<file path="config.mk">
export PLATFORM = sky130hd
export DESIGN_NAME = vga_text_render
export DESIGN_NICKNAME = d
export VERILOG_FILES = /design/src/rtl/vga_text_pkg.sv /design/src/rtl/vga_text_render_font_rom.sv /design/src/rtl/vga_text_render.sv
export SDC_FILE = /design/constraint.sdc
export NUM_CORES = 1
export LEC_CHECK = 0
export ABC_AREA = 1
export BUFFER_PORTS_ARGS = -buffer_cell sky130_fd_sc_hd__clkbuf_2
export CAP_MARGIN = 15
export CORE_ASPECT_RATIO = 1.5
export CORE_UTILIZATION = 50
export DETAILED_ROUTE_END_ITERATION = 7
export PLACE_DENSITY = 0.77
export SLEW_MARGIN = 10
export SYNTH_ARGS = -nofsm -noshare
export SYNTH_HDL_FRONTEND = slang
export SYNTH_SLANG_ARGS = --single-unit
</file>
<file path="constraint.sdc">
create_clock -name vga_clk -period 3 [get_ports vga_clk]
set_input_delay 0.9 -clock vga_clk [delete_from_list [all_inputs] [get_ports vga_clk]]
set_output_delay 0.9 -clock vga_clk [all_outputs]
set_load 0.02 [all_outputs]
</file>
<file path="src/rtl/vga_text_pkg.sv">
// vga_text_pkg: shared types and constants for the 80x30 text renderer.
// Holds the CGA palette, text-cell layout and pipeline geometry.
package vga_text_pkg;

    localparam int CHAR_W     = 8;
    localparam int CHAR_H     = 16;
    localparam int PIPE_DEPTH = 4;
    localparam int PX_W       = $clog2(CHAR_W);
    localparam int LINE_W     = $clog2(CHAR_H);

    localparam logic [11:0] PALETTE [16] = '{
        12'h000, 12'h00A, 12'h0A0, 12'h0AA,
        12'hA00, 12'hA0A, 12'hA50, 12'hAAA,
        12'h555, 12'h55F, 12'h5F5, 12'h5FF,
        12'hF55, 12'hF5F, 12'hFF5, 12'hFFF
    };

    // Text RAM word: {blink, bg[2:0], fg[3:0], char[7:0]}
    typedef struct packed {
        logic       blink;
        logic [2:0] bg;
        logic [3:0] fg;
    } attr_t;

    typedef struct packed {
        attr_t      attr;
        logic [7:0] ch;
    } cell_t;

    typedef struct packed {
        logic [PX_W-1:0] px;
        logic            de;
        logic            hs;
        logic            vs;
    } sb_t;

    localparam sb_t SB_RST = '{
        px: '0,
        de: 1'b0,
        hs: 1'b1,
        vs: 1'b1
    };

    function automatic logic [11:0] pal(input logic [3:0] idx);
        return PALETTE[idx];
    endfunction

endpackage

</file>
<file path="src/rtl/vga_text_render_font_rom.sv">
// font_rom: 4096x8 synchronous glyph ROM, address {char, line}, 1-cycle read.
// Built-in table: 'A', '/', shade 0xB1 and block 0xDB; other codes are blank.
module font_rom
    import vga_text_pkg::*;
(
    input  logic        i_clk,
    input  logic        i_rst,
    input  logic [11:0] i_addr,
    output logic [7:0]  o_data
);

    localparam logic [7:0] GLYPH_A [CHAR_H] = '{
        8'h18, 8'h3C, 8'h66, 8'h66,
        8'hC3, 8'hC3, 8'hFF, 8'hFF,
        8'hC3, 8'hC3, 8'hC3, 8'hC3,
        8'hC3, 8'h00, 8'h00, 8'h00
    };

    logic [7:0]        w_ch;
    logic [LINE_W-1:0] w_line;
    logic [7:0]        w_row;
    logic [7:0]        r_data;

    assign w_ch   = i_addr[11:4];
    assign w_line = i_addr[3:0];

    always_comb begin
        w_row = 8'h00;
        case (w_ch)
            8'h41:   w_row = GLYPH_A[w_line];
            8'h2F:   w_row = 8'h01 << w_line[3:1];
            8'hB1:   w_row = w_line[0] ? 8'h55 : 8'hAA;
            8'hDB:   w_row = 8'hFF;
            default: w_row = 8'h00;
        endcase
    end

    always_ff @(posedge i_clk) begin
        if (i_rst) begin
            r_data <= 8'h00;
        end else begin
            r_data <= w_row;
        end
    end

    assign o_data = r_data;

endmodule

</file>
<file path="src/rtl/vga_text_render.sv">
// vga_text_render: 80x30 text pixel pipeline, rgb 4 cycles after posx/posy.
// Optional blinking underline cursor when VGA_TEXT_CURSOR_EN is defined.
module vga_text_render
    import vga_text_pkg::*;
#(
    parameter int COLS      = 80,
    parameter int ROWS      = 30,
    parameter int ADDR_W    = 12,
    parameter int BLINK_BIT = 5
) (
    input  logic              vga_clk,
    input  logic              rst,
    input  logic [9:0]        posx,
    input  logic [9:0]        posy,
    input  logic              de,
    input  logic              hsync,
    input  logic              vsync,
    output logic [ADDR_W-1:0] vram_addr,
    input  logic [15:0]       vram_data,
    input  logic [6:0]        cursor_x,
    input  logic [4:0]        cursor_y,
    output logic [11:0]       rgb,
    output logic              hsync_o,
    output logic              vsync_o,
    output logic              de_o
);

    // Row scaling below is hard-wired as (row<<6)+(row<<4).
    if ((COLS != 80) || (COLS * ROWS > (1 << ADDR_W))
        || (BLINK_BIT > 5)) begin : g_bad_cfg
        $error("vga_text_render: unsupported configuration");
    end

    logic [ADDR_W-1:0] w_row;
    logic [ADDR_W-1:0] w_col;
    logic [ADDR_W-1:0] w_addr;
    logic [ADDR_W-1:0] r_vram_addr;

    sb_t               r_sb [PIPE_DEPTH];
    sb_t               w_sb_in;
    sb_t               w_sb_last;
    logic [LINE_W-1:0] r_line0;
    logic [LINE_W-1:0] r_line1;

    cell_t             w_cell;
    logic [11:0]       r_font_addr;
    attr_t             r_attr2;
    attr_t             r_attr3;
    logic [7:0]        w_rom_q;
    logic [7:0]        w_glyph;

    logic              r_vs_d;
    logic [5:0]        r_frame_cnt;

    logic [3:0]        w_fg;
    logic [3:0]        w_bg;
    logic              w_bit;
    logic [3:0]        w_idx;
    logic [11:0]       r_rgb;
    logic              r_hs;
    logic              r_vs;
    logic              r_de;
    logic              w_unused_posy;

    assign w_unused_posy = posy[9];

    assign w_row  = ADDR_W'(posy[8:4]);
    assign w_col  = ADDR_W'(posx[9:3]);
    assign w_addr = (w_row << 6) + (w_row << 4) + w_col;

    assign w_sb_in = '{
        px: posx[2:0],
        de: de,
        hs: hsync,
        vs: vsync
    };

    always_ff @(posedge vga_clk) begin
        if (rst) begin
            r_vram_addr <= '0;
            r_line0     <= '0;
            r_line1     <= '0;
            for (int i = 0; i < PIPE_DEPTH; i++) begin
                r_sb[i] <= SB_RST;
            end
        end else begin
            r_vram_addr <= w_addr;
            r_line0     <= posy[3:0];
            r_line1     <= r_line0;
            r_sb[0]     <= w_sb_in;
            for (int i = 1; i < PIPE_DEPTH; i++) begin
                r_sb[i] <= r_sb[i-1];
            end
        end
    end

    assign vram_addr = r_vram_addr;
    assign w_cell    = cell_t'(vram_data);

    always_ff @(posedge vga_clk) begin
        if (rst) begin
            r_font_addr <= '0;
            r_attr2     <= '0;
            r_attr3     <= '0;
        end else begin
            r_font_addr <= {w_cell.ch, r_line1};
            r_attr2     <= w_cell.attr;
            r_attr3     <= r_attr2;
        end
    end

    font_rom u_font (
        .i_clk  (vga_clk),
        .i_rst  (rst),
        .i_addr (r_font_addr),
        .o_data (w_rom_q)
    );

    // Frame counter advances on each vsync falling edge.
    always_ff @(posedge vga_clk) begin
        if (rst) begin
            r_vs_d      <= 1'b1;
            r_frame_cnt <= '0;
        end else begin
            r_vs_d <= vsync;
            if (r_vs_d && !vsync) begin
                r_frame_cnt <= r_frame_cnt + 6'd1;
            end
        end
    end

`ifdef VGA_TEXT_CURSOR_EN
    logic [PIPE_DEPTH-1:0] r_cur;
    logic                  w_cur_hit;

    // Underline occupies glyph lines 14 and 15 of the cursor cell.
    assign w_cur_hit = (posx[9:3] == cursor_x)
                    && (posy[8:4] == cursor_y)
                    && (posy[3:1] == 3'b111);

    always_ff @(posedge vga_clk) begin
        if (rst) begin
            r_cur <= '0;
        end else begin
            r_cur <= {r_cur[PIPE_DEPTH-2:0], w_cur_hit};
        end
    end

    assign w_glyph = (r_cur[PIPE_DEPTH-1] && r_frame_cnt[4])
                   ? 8'hFF : w_rom_q;
`else
    logic w_unused_cursor;

    assign w_unused_cursor = ^{cursor_x, cursor_y};
    assign w_glyph         = w_rom_q;
`endif

    assign w_sb_last = r_sb[PIPE_DEPTH-1];
    assign w_bg      = {1'b0, r_attr3.bg};
    assign w_fg      = (r_attr3.blink && r_frame_cnt[BLINK_BIT])
                     ? w_bg : r_attr3.fg;
    assign w_bit     = w_glyph[3'(CHAR_W - 1) - w_sb_last.px];
    assign w_idx     = w_bit ? w_fg : w_bg;

    always_ff @(posedge vga_clk) begin
        if (rst) begin
            r_rgb <= 12'h000;
            r_hs  <= 1'b1;
            r_vs  <= 1'b1;
            r_de  <= 1'b0;
        end else begin
            r_rgb <= w_sb_last.de ? pal(w_idx) : 12'h000;
            r_hs  <= w_sb_last.hs;
            r_vs  <= w_sb_last.vs;
            r_de  <= w_sb_last.de;
        end
    end

    assign rgb     = r_rgb;
    assign hsync_o = r_hs;
    assign vsync_o = r_vs;
    assign de_o    = r_de;

endmodule

</file>
==> out/metrics.cfg, run 1 <==
[detailed_routing]
routed_wl_um=5858
vias_per_cell=4.711
detail-route-antenna-nets=0
dr.first_iter.drc_count=83
num_vias=2836
drcViolationCount=0
avgRoutedWirePerCell_um=9.731
firstDrtPassIters=4

[timing]
hold_slack_ns=0.4019
rsz0062_at_grt=no
setup-violations-final=0
maxSlewHeadroom_pct=66.07
worst_slew_pin_slew_ns=0.5090
finalWorstSetupSlack_ns=0.5178
drv_slew=0
min_period_ns=2.482
finClkSkew_ns=0.004848
fmax_mhz=402.9
finalHoldViolations=0
post-route-period-util_pct=82.74
fin_tns_setup_ns=0

[cells_and_area]
diodes=0
drive_gt1_share_pct=20.61
final_util_pct=60.23
nets=589
n_fill_cell=619
syn_to_final_growth_pct=15.12

[status]
status=finished, final reports clean

[yosys]
yosysSeqAreaShare_pct=51.79
yosysWarnings=0
syn_inst=456
post-synth-top-area-cell=dfxtp_1
synth_seq_cells=94
ys_top_cells_by_count=inv_1 (98), dfxtp_1 (94), nor2_1 (87), nand2_1 (59), nand3_1 (24)
synthArstFlopShare_pct=0
synthDistinctLibCells=32
synth.top_cell.area_share_pct=51.79
synth.avg_cell_area_um2=7.968
synth_nets=526
synth_edf_count=0
synthTopCellsByArea=dfxtp_1 (52%), inv_1 (10%), nor2_1 (9.0%)
syn_area_um2=3633
synthFlopType=dfxtp_1
synth_most_common_cell=inv_1

[place]
dp_slack_ns=0.1364
dp_hpwl_um=4407
portBuffers=66
routabilityCongestion=0.8130

[floorplanning]
dieWidth_um=71.61
rows=37
die_y_um=106.4
design.core.area_um2=6944
pin_count=80
die-area_um2=7619
start_util_pct=52.32

[power]
vdd_drop_max_mv=0.3941
power_w=0.002350
leakage_nw=2.141
p_per_area_nw_per_um2=561.7

[cts]
cts_htree_levels=3
postCtsSetupRepairBufs=0
cts_buffers=9
clk_pin_slew_ns=0.08
clock_path_buffers=2
cts_tree=built
clk_latency_ns=0.36
cts_sinks=94
ctsRootBufferMaster=clkbuf_8
postCtsHoldBufs=0
postCtsResizedCells=0

[global_route]
met3_usage_pct=5.498
grt_usage_pct=17.39
overflow=0
top_usage_layer=met2
grt.met2_usage_pct=31.87
grt_use_met1_pct=16.29
antenna_found_initial=0
grt_pass1_vias=2712
grt_pass1_wl_um=10340
grt_max_degree=48

[worst_setup_path]
crit_arrival_ns=2.72
cp_slowest_cell=fa_1
worst_setup_path_end_kind=flop
worstPathRequired_ns=3.23
worst_path_largest_cell_delay_ns=0.54
crit_fanout=3
cp_num_buf_inv=3
cp_cell_sequence=clkbuf_2, inv_1, fa_1, inv_1, fa_1, nand2_1, nand2_1, a21oi_1, nor2_1, o21ai_0, nor2_1
r2r_cells=9
cp_num_cells=11
cp-start-kind=primary input
path_class=in -> reg
cpLargestDelayFamily=adder cells

[hold_path]
min_path_cells=2
hp-class=reg -> reg

[flow_run]
drv_cap=0

==> stage by stage <==
| step | cells | area (µm²) |
|---|---|---|
| after floorplan | 456 | 3633 |
| after global placement | 586 | 3983 |
| after detailed placement | 586 | 3983 |
| after CTS | 602 | 4183 |
| after global routing | 602 | 4183 |
| final | 602 | 4183 |
==> path summary, 6_finish.rpt <==
path	from	slack [ns]	to
hold reg to reg	r_sb[0][3]$_SDFF_PP0_	0.40	r_sb[1][3]$_SDFF_PP0_
setup / recovery	posx[9]	0.52	vram_addr[11]$_SDFF_PP0_
hold / removal	r_sb[0][3]$_SDFF_PP0_	0.40	r_sb[1][3]$_SDFF_PP0_
setup reg to reg	r_font_addr[8]$_SDFF_PP0_	1.63	u_font.o_data[7]$_SDFF_PP0_
==> report_power, final <==
group | internal [W] | switching, W | leakage, nW
registers | 0.00130 | 0.0000181 | 0.773
clock network | 0.000413 | 0.000416 | 0.0972
logic | 0.0000800 | 0.000125 | 1.27
total | 0.00179 | 0.000558 | 2.14
==> logic make-up after synthesis <==
group / count (synthesis) / synth area share, %
buffers and inverters: 116 / 12.81
DFF: 94 / 51.79
AOI/OAI and AO/OA: 25 / 4.029
and+or+nand+nor: 202 / 24.48
adders and majority gates: 17 / 6.267
muxes: 2 / 0.6198
==> per-layer routing <==
metal	share of wire (%)	up-vias
met1	39	1273
met3	5.4	18
met5	0	-
li1	-	1474
met2	53	71
met4	2.7	0
==> worst reg2reg max path: cells and delay by family, from the launching register on <==
kind                   cells  cell delay (ns)
flip-flops                 1             0.35
AND/OR/NAND/NOR            7             0.84
buffers and inverters      2             0.09
==> cell usage in the layout, fill, tap and decap left out, drive strengths merged, types with 2 or more instances in the layout <==
cell	count
nand2	62
nand4	3
clkbuf	78
o21ai	9
or2	12
a21oi	13
mux2	2
nor2	91
ha	15
clkinv	2
fa	2
nor3	6
inv	101
dfxtp	94
nand3	25
==> final cells by class <==
type | instances | area [µm²] | share of cell area (%)
inverter | 101 | 379.1 | 9.064
tap | 78 | 97.59 | 2.333
clock inverter | 4 | 55.05 | 1.316
sequential | 94 | 1882 | 44.99
clock buffer | 12 | 145.1 | 3.470
timing repair buffer | 67 | 337.8 | 8.077
multi-input combinational | 246 | 1286 | 30.75
==> flip-flops by register name (all words and copies together), names as in the netlist <==
register and flops:
r_attr2 8, r_line0 4, r_attr3 8, hsync_o 1
r_sb 24, de_o 1, r_frame_cnt 6, r_line1 4
rgb 5, vsync_o 1, vram_addr 12, r_font_addr 12
u_font.o_data 8
(Power assumes the default switching activity.)
==> run 2, diff against run 1 <==
==> constraint.sdc (replaced) <==
create_clock -name vga_clk -period 2.45 [get_ports vga_clk]
set_input_delay 0.735 -clock vga_clk [delete_from_list [all_inputs] [get_ports vga_clk]]
set_output_delay 0.735 -clock vga_clk [all_outputs]
set_load 0.02 [all_outputs]
==> out/metrics.cfg, run 2 (synthesis gave the netlist of run 1 again) <==
[global_route]
antenna_found_initial=0  ; unchanged
grt_max_degree=74  ; was 48
grt_pass1_wl_um=9915  ; was 10340 µm
overflow=0  ; unchanged
grt_usage_pct=16.72  ; was 17.39%
grt_pass1_vias=2572  ; was 2712

[timing]
rsz0062_at_grt=no  ; unchanged
setup-violations-final=0  ; unchanged
worst_slew_pin_slew_ns=0.6418  ; was 0.5090 ns
hold_slack_ns=0.3964  ; was 0.4019 ns
finClkSkew_ns=0.01396  ; was 0.004848 ns
post-route-period-util_pct=92.71
drv_slew=0  ; unchanged
min_period_ns=2.271
maxSlewHeadroom_pct=57.21  ; was 66.07%
finalHoldViolations=0  ; unchanged
fmax_mhz=440.3

[worst_setup_path]
worst_path_largest_cell_delay_ns=0.52  ; was 0.54 ns
cp_slowest_cell=fa_1  ; unchanged
crit_arrival_ns=2.50  ; was 2.72 ns
worstPathRequired_ns=2.68  ; was 3.23 ns
cp_num_buf_inv=3  ; unchanged
cpLargestDelayFamily=adder cells  ; unchanged
worst_setup_path_endpoint=vram_addr[11]$_SDFF_PP0_  ; unchanged
cp_num_cells=11  ; unchanged
worst_setup_path_end_kind=flop  ; unchanged
r2r-end=u_font.o_data[3]$_SDFF_PP0_  ; was u_font.o_data[7]$_SDFF_PP0_
path_class=in -> reg  ; unchanged
reg2reg_from=r_font_addr[11]$_SDFF_PP0_  ; was r_font_addr[8]$_SDFF_PP0_
crit_fanout=2  ; was 3
cp_cell_sequence=clkbuf_2, inv_1, fa_1, inv_1, fa_1, nand2_1, nand2_1, a21oi_1, nor2_1, o21ai_0, nor2_1  ; unchanged
cp-start-kind=primary input  ; unchanged
cp-startpoint=posx[9]  ; unchanged
regToRegSetupSlack_ns=1.01  ; was 1.63 ns
r2r_cells=9  ; unchanged

[cells_and_area]
stdcell_count=607  ; was 602
largest_reg_flops=24  ; unchanged
n_fill_cell=611  ; was 619
top_register=r_sb  ; unchanged
diodes=0  ; unchanged
final_common_cell=inv_1  ; unchanged
final_util_pct=60.81  ; was 60.23%
syn_to_final_growth_pct=16.22  ; was 15.12%
drive_gt1_share_pct=21.74  ; was 20.61%
nets=594  ; was 589
final_cell_mix=inv_1 (98), dfxtp_1 (94), nor2_1 (87)  ; unchanged

[cts]
cts_sinks=94  ; unchanged
clk_pin_slew_ns=0.09  ; was 0.08 ns
cts_buffers=9  ; unchanged
postCtsResizedCells=0  ; unchanged
postCtsSetupRepairBufs=0  ; unchanged
clock_path_buffers=2  ; unchanged
cts_htree_levels=3  ; unchanged
clk_latency_ns=0.36  ; about the same
cts_tree=built  ; unchanged
postCtsHoldBufs=0  ; unchanged
ctsRootBufferMaster=clkbuf_8  ; unchanged

[floorplanning]
die_y_um=106.4  ; unchanged
rows=37  ; unchanged
pin_count=80  ; unchanged
dieWidth_um=71.61  ; unchanged
design.core.area_um2=6944  ; unchanged
die-area_um2=7619  ; unchanged
start_util_pct=52.32  ; unchanged

[detailed_routing]
num_vias=2788  ; was 2836
avgRoutedWirePerCell_um=9.616  ; was 9.731 µm
firstDrtPassIters=4  ; unchanged
routed_wl_um=5837  ; was 5858 µm
detail-route-antenna-nets=0  ; unchanged
dr.first_iter.drc_count=69  ; was 83
vias_per_cell=4.593  ; was 4.711
drcViolationCount=0  ; unchanged

[power]
vdd_drop_max_mv=0.4595  ; was 0.3941 mV
leakage_nw=2.173  ; was 2.141 nW
power_w=0.002894  ; was 0.002350 W
p_per_area_nw_per_um2=685.3  ; was 561.7 nW/µm²

[place]
portBuffers=66  ; unchanged
dp_hpwl_um=4275  ; was 4407 µm
routabilityCongestion=0.8088  ; was 0.8130
dp.cells=591  ; was 586

[flow_run]
drv_cap=0  ; unchanged

[status]
status=finished, final reports clean  ; unchanged

[hold_path]
hp-class=reg -> reg  ; unchanged

==> run 2: how the worst min path moves through the flow <==
stage | start | end | slack (ns) | cells after the start
2_1_floorplan | r_attr2[0]$_SDFF_PP0_ | r_attr3[0]$_SDFF_PP0_ | 0.39 | 2
3_3_place_gp | r_sb[1][4]$_SDFF_PP0_ | r_sb[2][4]$_SDFF_PP0_ | 0.39 | 2
3_5_place_dp | r_line1[1]$_SDFF_PP0_ | r_font_addr[1]$_SDFF_PP0_ | 0.39 | 2
4_1_cts | r_sb[1][4]$_SDFF_PP0_ | r_sb[2][4]$_SDFF_PP0_ | 0.40 | 2
5_1_grt | r_attr2[4]$_SDFF_PP0_ | r_attr3[4]$_SDFF_PP0_ | 0.42 | 2
6_report | r_sb[1][4]$_SDFF_PP0_ | r_sb[2][4]$_SDFF_PP0_ | 0.40 | 2
==> run 2: cell type report <==
type	count	area (µm²)	area share, %
Clock buffer	9	123.9	2.933
Clock inverter	7	78.83	1.867
Inverter	101	379.1	8.978
Multi-Input combinational cell	246	1286	30.46
Sequential cell	94	1882	44.56
Tap cell	78	97.59	2.311
Timing Repair Buffer	72	375.4	8.889
==> run 2: tightest hold or removal path: cells and delay by family, from the launching register on <==
| family | cells | cell delay [ns] |
|---|---|---|
| buffers and inverters | 1 | 0.04 |
| flip-flops | 1 | 0.30 |
| AND/OR/NAND/NOR | 1 | 0.03 |
==> run 2: per-layer routing <==
layer  track usage (%)  part of all wire [%]  vias to the layer above
li1                  -                     -                     1478
met1             15.73                    40                     1218
met2             29.92                    52                       76
met3             6.730                   5.3                       16
met4             9.524                   2.6                        0
met5                 0                     0                        -
==> run 2: per-stage QoR <==
stage / cell area (µm²) / worst slack [ns] / setup TNS [ns]
global route: 4223 / 0.1407 / 0
floorplan: 3633 / 0.02570 / 0
finish: 4223 / 0.1786 / 0
global placement: 4020 / -0.09939 / -0.1943
CTS: 4223 / 0.2071 / 0
detailed placement: 4020 / -0.1876 / -0.3458
==> run 2: power breakdown <==
group	leakage (nW)	internal [W]	total, W	switching [W]
Sequential	0.773	0.00159	0.00161	0.0000234
Combinational	1.30	0.000107	0.000262	0.000155
Clock	0.105	0.000484	0.00102	0.000535
Total	2.17	0.00218	0.00289	0.000713
